<file path="config.mk">
export PLATFORM = sky130hd
export DESIGN_NAME = dct_block_sched
export DESIGN_NICKNAME = d
export VERILOG_FILES = /design/src/rtl/dct_sched_pkg.sv /design/src/rtl/rr_arbiter.sv /design/src/rtl/dct_block_sched.sv
export SDC_FILE = /design/constraint.sdc
export NUM_CORES = 1
export LEC_CHECK = 0
export CORE_AREA = 3 3 72 54
export CTS_BUF_LIST = sky130_fd_sc_hd__clkbuf_16
export DETAILED_ROUTE_END_ITERATION = 12
export DIE_AREA = 0 0 75 57
export GPL_TIMING_DRIVEN = 0
export PLACE_DENSITY = 0.83
export RECOVER_POWER = 50
export SYNTH_ARGS = -nofsm -noshare
export SYNTH_HDL_FRONTEND = slang
export SYNTH_SLANG_ARGS = --single-unit
</file>
<file path="constraint.sdc">
create_clock -name clk -period 4.35 [get_ports clk]
set_input_delay 0.435 -clock clk [delete_from_list [all_inputs] [get_ports clk]]
set_output_delay 0.435 -clock clk [all_outputs]
set_load 0.03 [all_outputs]
</file>
<file path="src/rtl/dct_sched_pkg.sv">
// rtl/dct_sched_pkg.sv - shared state encoding and default timing for the chroma DCT block scheduler
package dct_sched_pkg;

  localparam int SAMPLES_PER_BLOCK = 64;
  localparam int DCT_TAIL          = 2;
  localparam int DCT_FLUSH         = 2;
  localparam int DCT_TIMEOUT       = 1000;

  typedef enum logic [2:0] {
    S_IDLE,
    S_FEED,
    S_TAIL,
    S_WAIT,
    S_REPORT,
    S_FLUSH
  } sched_state_t;

endpackage

</file>
<file path="src/rtl/rr_arbiter.sv">
// rtl/rr_arbiter.sv - combinational round-robin pick starting at the pointer position
module rr_arbiter #(
  parameter int NUM_REQ = 2
) (
  input  logic [NUM_REQ-1:0]         req,
  input  logic [$clog2(NUM_REQ)-1:0] ptr,
  output logic [NUM_REQ-1:0]         grant,
  output logic [$clog2(NUM_REQ)-1:0] idx
);

  localparam int IW = $clog2(NUM_REQ);

  logic [IW-1:0] cand;
  logic          found;

  always_comb begin
    grant = '0;
    idx   = '0;
    cand  = '0;
    found = 1'b0;
    for (int i = 0; i < NUM_REQ; i++) begin
      cand = IW'((int'(ptr) + i) % NUM_REQ);
      if (!found && req[cand]) begin
        found       = 1'b1;
        grant[cand] = 1'b1;
        idx         = cand;
      end
    end
  end

endmodule

</file>
<file path="src/rtl/dct_block_sched.sv">
// rtl/dct_block_sched.sv - round-robin sharing of one serial 8x8 chroma DCT engine
// between block requesters: feed, tail, wait for output-enable, report, flush.
module dct_block_sched
  import dct_sched_pkg::*;
#(
  parameter int NUM_REQ      = 2,
  parameter int SAMPLES      = SAMPLES_PER_BLOCK,
  parameter int TAIL_CYCLES  = DCT_TAIL,
  parameter int FLUSH_CYCLES = DCT_FLUSH,
  parameter int TIMEOUT      = DCT_TIMEOUT
) (
  input  logic                       clk,
  input  logic                       rst_n,
  input  logic [NUM_REQ-1:0]         req,
  input  logic [NUM_REQ-1:0]         s_valid,
  input  logic [NUM_REQ*8-1:0]       s_data,
  output logic [NUM_REQ-1:0]         s_ready,
  output logic [NUM_REQ-1:0]         grant,
  output logic                       dct_enable,
  output logic [7:0]                 dct_data,
  input  logic                       dct_output_enable,
  output logic                       dct_flush,
  output logic                       blk_done,
  output logic                       blk_timeout,
  output logic [$clog2(NUM_REQ)-1:0] blk_owner,
  output logic                       underrun,
  output logic                       busy
);

  localparam int IW   = $clog2(NUM_REQ);
  localparam int CMAX = (SAMPLES > TIMEOUT) ? SAMPLES : TIMEOUT;
  localparam int CW   = $clog2(CMAX + 1);

  sched_state_t  state, state_nx;
  logic [CW-1:0] cnt;
  logic [IW-1:0] ptr;
  logic [IW-1:0] owner;
  logic [NUM_REQ-1:0] arb_grant;
  logic [IW-1:0]      arb_idx;
  logic               sel_valid;
  logic [7:0]         sel_data;

  rr_arbiter #(.NUM_REQ(NUM_REQ)) u_arb (
    .req   (req),
    .ptr   (ptr),
    .grant (arb_grant),
    .idx   (arb_idx)
  );

  assign sel_valid = s_valid[owner];
  assign sel_data  = s_data[{owner, 3'b000} +: 8];
  assign s_ready   = (state == S_FEED) ? grant : '0;
  assign busy      = (state != S_IDLE);

  always_ff @(posedge clk or negedge rst_n) begin
    if (!rst_n) state <= S_IDLE;
    else        state <= state_nx;
  end

  always_comb begin
    state_nx = state;
    case (state)
      S_IDLE:   if (|req) state_nx = S_FEED;
      S_FEED:   if (cnt == CW'(SAMPLES - 1)) state_nx = S_TAIL;
      S_TAIL:   if (cnt == CW'(TAIL_CYCLES - 1)) state_nx = S_WAIT;
      S_WAIT:   if (dct_output_enable || cnt == CW'(TIMEOUT - 1)) state_nx = S_REPORT;
      S_REPORT: state_nx = S_FLUSH;
      S_FLUSH:  if (cnt == CW'(FLUSH_CYCLES - 1)) state_nx = S_IDLE;
      default:  state_nx = S_IDLE;
    endcase
  end

  // The engine cannot stall: a FEED cycle without valid data still counts and re-sends the held byte.
  always_ff @(posedge clk or negedge rst_n) begin
    if (!rst_n) begin
      cnt         <= '0;
      ptr         <= '0;
      owner       <= '0;
      grant       <= '0;
      dct_enable  <= 1'b0;
      dct_data    <= '0;
      dct_flush   <= 1'b0;
      blk_done    <= 1'b0;
      blk_timeout <= 1'b0;
      blk_owner   <= '0;
      underrun    <= 1'b0;
    end else begin
      if (state_nx != state)    cnt <= '0;
      else if (state != S_IDLE) cnt <= cnt + CW'(1);

      dct_enable  <= (state == S_FEED) || (state == S_TAIL);
      dct_flush   <= (state_nx == S_FLUSH);
      underrun    <= (state == S_FEED) && !sel_valid;
      blk_done    <= (state == S_WAIT) && dct_output_enable;
      blk_timeout <= (state == S_WAIT) && !dct_output_enable && (cnt == CW'(TIMEOUT - 1));

      if (state == S_FEED && sel_valid) dct_data <= sel_data;

      if (state == S_IDLE && |req) begin
        grant <= arb_grant;
        owner <= arb_idx;
      end

      if (state == S_WAIT && state_nx == S_REPORT) blk_owner <= owner;

      if (state == S_REPORT) begin
        grant <= '0;
        ptr   <= (owner == IW'(NUM_REQ - 1)) ? '0 : owner + IW'(1);
      end
    end
  end

endmodule
</file>
==> report_table.html <==
<table>
<tr><th>Metric</th><th>Value</th></tr>
<tr><th colspan="2">Timing</th></tr>
<tr><td>Final number of max-transition violations</td><td>32</td></tr>
<tr><td>Setup repair after global routing missed its margin</td><td>no</td></tr>
<tr><td>Worst setup margin</td><td>1110 ps</td></tr>
<tr><td>Final hold violations</td><td>0</td></tr>
<tr><td>Maximum operating frequency</td><td>309 MHz</td></tr>
<tr><td>Remaining max-slew budget at the tightest pin</td><td>-0.0767</td></tr>
<tr><td>Setup-violating endpoint count in the final report</td><td>0</td></tr>
<tr><td>Max Clock Skew</td><td>2.08 ps</td></tr>
<tr><td>Slew at the pin closest to its max-slew limit</td><td>1620 ps</td></tr>
<tr><td>Period utilization</td><td>0.744</td></tr>
<tr><td>Post-layout min period</td><td>3240 ps</td></tr>
<tr><td>Post-Route Setup TNS</td><td>0 ps</td></tr>
<tr><th colspan="2">Clock network</th></tr>
<tr><td>Clock tree from TritonCTS</td><td>built</td></tr>
<tr><td>Count of hold buffers inserted by post-cts repair</td><td>0</td></tr>
<tr><td>H-Tree Depth</td><td>2</td></tr>
<tr><td>Post-CTS sizing</td><td>0</td></tr>
<tr><td>Post-CTS setup-driven buffer insertion count</td><td>0</td></tr>
<tr><td>Clock tree root buffer cell</td><td>sky130_fd_sc_hd__clkbuf_16</td></tr>
<tr><td>Worst-Skew Late Latency</td><td>270 ps</td></tr>
<tr><td>Clock sinks</td><td>31</td></tr>
<tr><td>Buffers from clock root to sink, at most</td><td>2</td></tr>
<tr><td>Clock-pin slew on the worst setup and hold paths</td><td>50 ps</td></tr>
<tr><td>Number of buffers inserted during clock tree synthesis</td><td>5</td></tr>
<tr><th colspan="2">Finish</th></tr>
<tr><td>Share of cells above drive strength 1</td><td>0.108</td></tr>
<tr><td>Signed area change from the synthesized netlist to the final layout</td><td>34.2%</td></tr>
<tr><td>Commonest non-fill, non-tap cells in the layout</td><td>40 x sky130_fd_sc_hd__clkdlybuf4s50_1, 31 x sky130_fd_sc_hd__dfrtp_1, 21 x sky130_fd_sc_hd__nor2_1</td></tr>
<tr><td>Final nets</td><td>239</td></tr>
<tr><td>Count of inserted antenna diode cells</td><td>0</td></tr>
<tr><td># fillers</td><td>240</td></tr>
<tr><td>Most common library cell in the layout ignoring fill and taps</td><td>sky130_fd_sc_hd__clkdlybuf4s50_1</td></tr>
<tr><th colspan="2">Power</th></tr>
<tr><td>Logic gate share of total power</td><td>0.505</td></tr>
<tr><td>Internal</td><td>0.000950 W</td></tr>
<tr><td>Sw frac</td><td>0.413</td></tr>
<tr><td>Clock share of power</td><td>0.191</td></tr>
<tr><td>Power dissipated by switching net loads</td><td>0.000668 W</td></tr>
<tr><td>Worst vdd ir</td><td>0.000435 V</td></tr>
<tr><td>Leakage power total</td><td>0.989 nW</td></tr>
<tr><td>Part of the power in registers</td><td>0.303</td></tr>
<tr><td>Total power density per cell area</td><td>728 mW/mm^2</td></tr>
<tr><th colspan="2">Min path</th></tr>
<tr><td>Class of the most critical hold timing path</td><td>reg -&gt; reg</td></tr>
<tr><th colspan="2">Yosys</th></tr>
<tr><td>Synth Instances</td><td>166</td></tr>
<tr><td>Total number of yosys warnings</td><td>0</td></tr>
<tr><td>Top_reg_cell synth</td><td>sky130_fd_sc_hd__dfrtp_1</td></tr>
<tr><td>Synth Cell Area</td><td>0.00166 sq mm</td></tr>
<tr><td>Total of flip-flops plus latches after synthesis</td><td>31</td></tr>
<tr><td>Net Count, Synth</td><td>191</td></tr>
<tr><td>Part of the Yosys area used for sequential elements</td><td>0.469</td></tr>
<tr><td>Mean Syn Cell Area</td><td>9.97 sq um</td></tr>
<tr><td>Post-synth ARST share</td><td>1.00</td></tr>
<tr><td>Number of enable-type register cells in the synthesized netlist</td><td>0</td></tr>
<tr><td>Count of unique library cells instantiated by Yosys</td><td>47</td></tr>
<tr><th colspan="2">Routing</th></tr>
<tr><td>Post-route DRC violation count</td><td>0</td></tr>
<tr><td>Detailed-route via count</td><td>1422</td></tr>
<tr><td>Via density per instance</td><td>5.67</td></tr>
<tr><td>Wire length on met1</td><td>1740 um</td></tr>
<tr><td>Met3 WL</td><td>216 um</td></tr>
<tr><td>WL met2</td><td>1880 um</td></tr>
<tr><td>Number of detailed-route iterations in the first pass</td><td>4</td></tr>
<tr><td>Routed length per instance</td><td>15.5 um</td></tr>
<tr><td>Routed wire length</td><td>3900 um</td></tr>
<tr><td>Antenna viol nets, final</td><td>0</td></tr>
<tr><td>Top layer used by detailed routing</td><td>met4</td></tr>
<tr><td>Drt first-iter violations</td><td>107</td></tr>
<tr><th colspan="2">Setup path</th></tr>
<tr><td>Element type at the critical path end</td><td>primary output</td></tr>
<tr><td>CP Data Arrival Time</td><td>2800 ps</td></tr>
<tr><td>Type of the worst setup path</td><td>reg -&gt; out</td></tr>
<tr><td>Critical path required time</td><td>3910 ps</td></tr>
<tr><td>Gate family responsible for the most delay along the worst path</td><td>buffers and inverters</td></tr>
<tr><td>Critical path startpoint category</td><td>register</td></tr>
<tr><td>Combined buffer and inverter count along the critical path</td><td>3</td></tr>
<tr><td>Largest fanout of any net on the critical path</td><td>10</td></tr>
<tr><td>Series of cell instances along the critical path</td><td>clkbuf_1 -&gt; nor3_1 -&gt; inv_1 -&gt; clkdlybuf4s50_1</td></tr>
<tr><td>Critical Path Max Stage Delay</td><td>890 ps</td></tr>
<tr><td>Slowest stage cell, crit path</td><td>sky130_fd_sc_hd__nor3_1</td></tr>
<tr><th colspan="2">Placed design</th></tr>
<tr><td>Final weighted congestion in routability-driven placement</td><td>0.846</td></tr>
<tr><td>Count of buffers inserted at the top-level ports</td><td>41</td></tr>
<tr><td>Post-DP HPWL</td><td>2940 um</td></tr>
<tr><td>Place WS</td><td>2160 ps</td></tr>
<tr><th colspan="2">Die</th></tr>
<tr><td>Number of rows created at floorplan</td><td>17</td></tr>
<tr><td>Ports placed on the boundary</td><td>42</td></tr>
<tr><td>Total core area</td><td>0.00317 sq mm</td></tr>
<tr><td>Die area</td><td>0.00428 sq mm</td></tr>
<tr><td>Die boundary width</td><td>75 um</td></tr>
<tr><td>Die Ht</td><td>57 um</td></tr>
<tr><td>Effective utilization at floorplan</td><td>0.522</td></tr>
<tr><th colspan="2">Global route</th></tr>
<tr><td>Total global routing track utilization</td><td>0.199</td></tr>
<tr><td>Antenna violations before repair</td><td>0</td></tr>
<tr><td>Number of global-route vias before repair</td><td>1420</td></tr>
<tr><td>GR Overflow Total</td><td>0</td></tr>
<tr><td>Maximum number of pins on one net before global-route repair</td><td>32</td></tr>
<tr><td>First-pass GRT wire length</td><td>6510 um</td></tr>
<tr><th colspan="2">Run</th></tr>
<tr><td>Max_cap viols</td><td>1</td></tr>
<tr><th colspan="2">Run status</th></tr>
<tr><td>Result of the run</td><td>finished, violations left</td></tr>
<tr><td>Failing checks</td><td>max-capacitance violations, max-slew violations</td></tr>
</table>
==> power by group through the flow <==
stage | Combinational (W) | Sequential (W) | Clock [W]
2_1_floorplan | 0.000428 | 0.000599 | 0
3_3_place_gp | 0.000793 | 0.000485 | 0
3_5_place_dp | 0.000819 | 0.000495 | 0
4_1_cts | 0.000830 | 0.000491 | 0.000315
5_1_grt | 0.000885 | 0.000504 | 0.000328
6_report | 0.000818 | 0.000491 | 0.000310
==> through the flow <==
stage / util / hold slack (ps) / power [W] / area, sq um / instances
finish: 0.701 / 516 / 0.00162 / 2220 / 251
global route: 0.701 / 532 / 0.00172 / 2220 / 251
CTS: 0.707 / 519 / 0.00164 / 2240 / 251
detailed placement: 0.667 / 511 / 0.00131 / 2110 / 245
global placement: 0.667 / 483 / 0.00128 / 2110 / 245
floorplan: - / 139 / 0.00103 / 1660 / 166
==> worst paths after layout <==
path | to | start | slack [ps] | cells past startpoint
worst max-delay path | busy | state[2] | 1110 | 4
worst max register to register | cnt[4] | state[2] | 1940 | 7
min in group asynchronous | cnt[7] | rst_n | 570 | 1
worst min-delay path | blk_owner | blk_owner | 520 | 1
worst min register to register | blk_owner | blk_owner | 520 | 1
max in group asynchronous | owner | rst_n | 2840 | 1
==> layout make-up <==
type	instances	area [sq um]	area share
clock buffer	5	125	0.0563
tap	38	47.5	0.0214
multi-input combinational	124	800	0.360
inverter	3	11.3	0.00507
buffer	8	55.1	0.0248
timing repair buffer	41	404	0.182
clock inverter	1	3.75	0.00169
sequential	31	776	0.349
==> metal layers <==
metal,vias to the layer above,GRT usage
met1,700,0.276
met5,-,0
met4,0,0.0812
met3,6,0.0423
met2,47,0.301
li1,669,-
==> Yosys cell counts (all sizes together) (2+ instances only) <==
cell type,number,share of area
nand3,6,0.018
nor2,24,0.067
mux2,2,0.014
xnor2,6,0.032
o21ai,5,0.015
and4,2,0.011
inv,3,0.0068
nor4,2,0.011
dfrtp,31,0.47
xor2,4,0.021
nand4,3,0.011
nor3,3,0.016
mux2i,9,0.054
nand2b,2,0.0076
ha,2,0.015
o211ai,2,0.012
a21oi,10,0.035
nand2,20,0.045
and2,4,0.015
buf,8,0.035
and3,2,0.0076
==> cell families after synthesis <==
| group | Yosys count | share of synthesized area |
|---|---|---|
| and+or+nand+nor | 76 | 0.253 |
| DFF | 31 | 0.469 |
| AOI/OAI and AO/OA | 25 | 0.101 |
| buffers and inverters | 11 | 0.0416 |
| muxes | 11 | 0.0680 |
| xor gates and xnor gates | 10 | 0.0529 |
| adders and majority gates | 2 | 0.0151 |
==> state kept, by name, summed over array words and instances (netlist names), 2 cells and up <==
register	count
cnt	10
state	3
dct_data	8
grant	2
No activity file was read; power rests on OpenSTA's default activity.
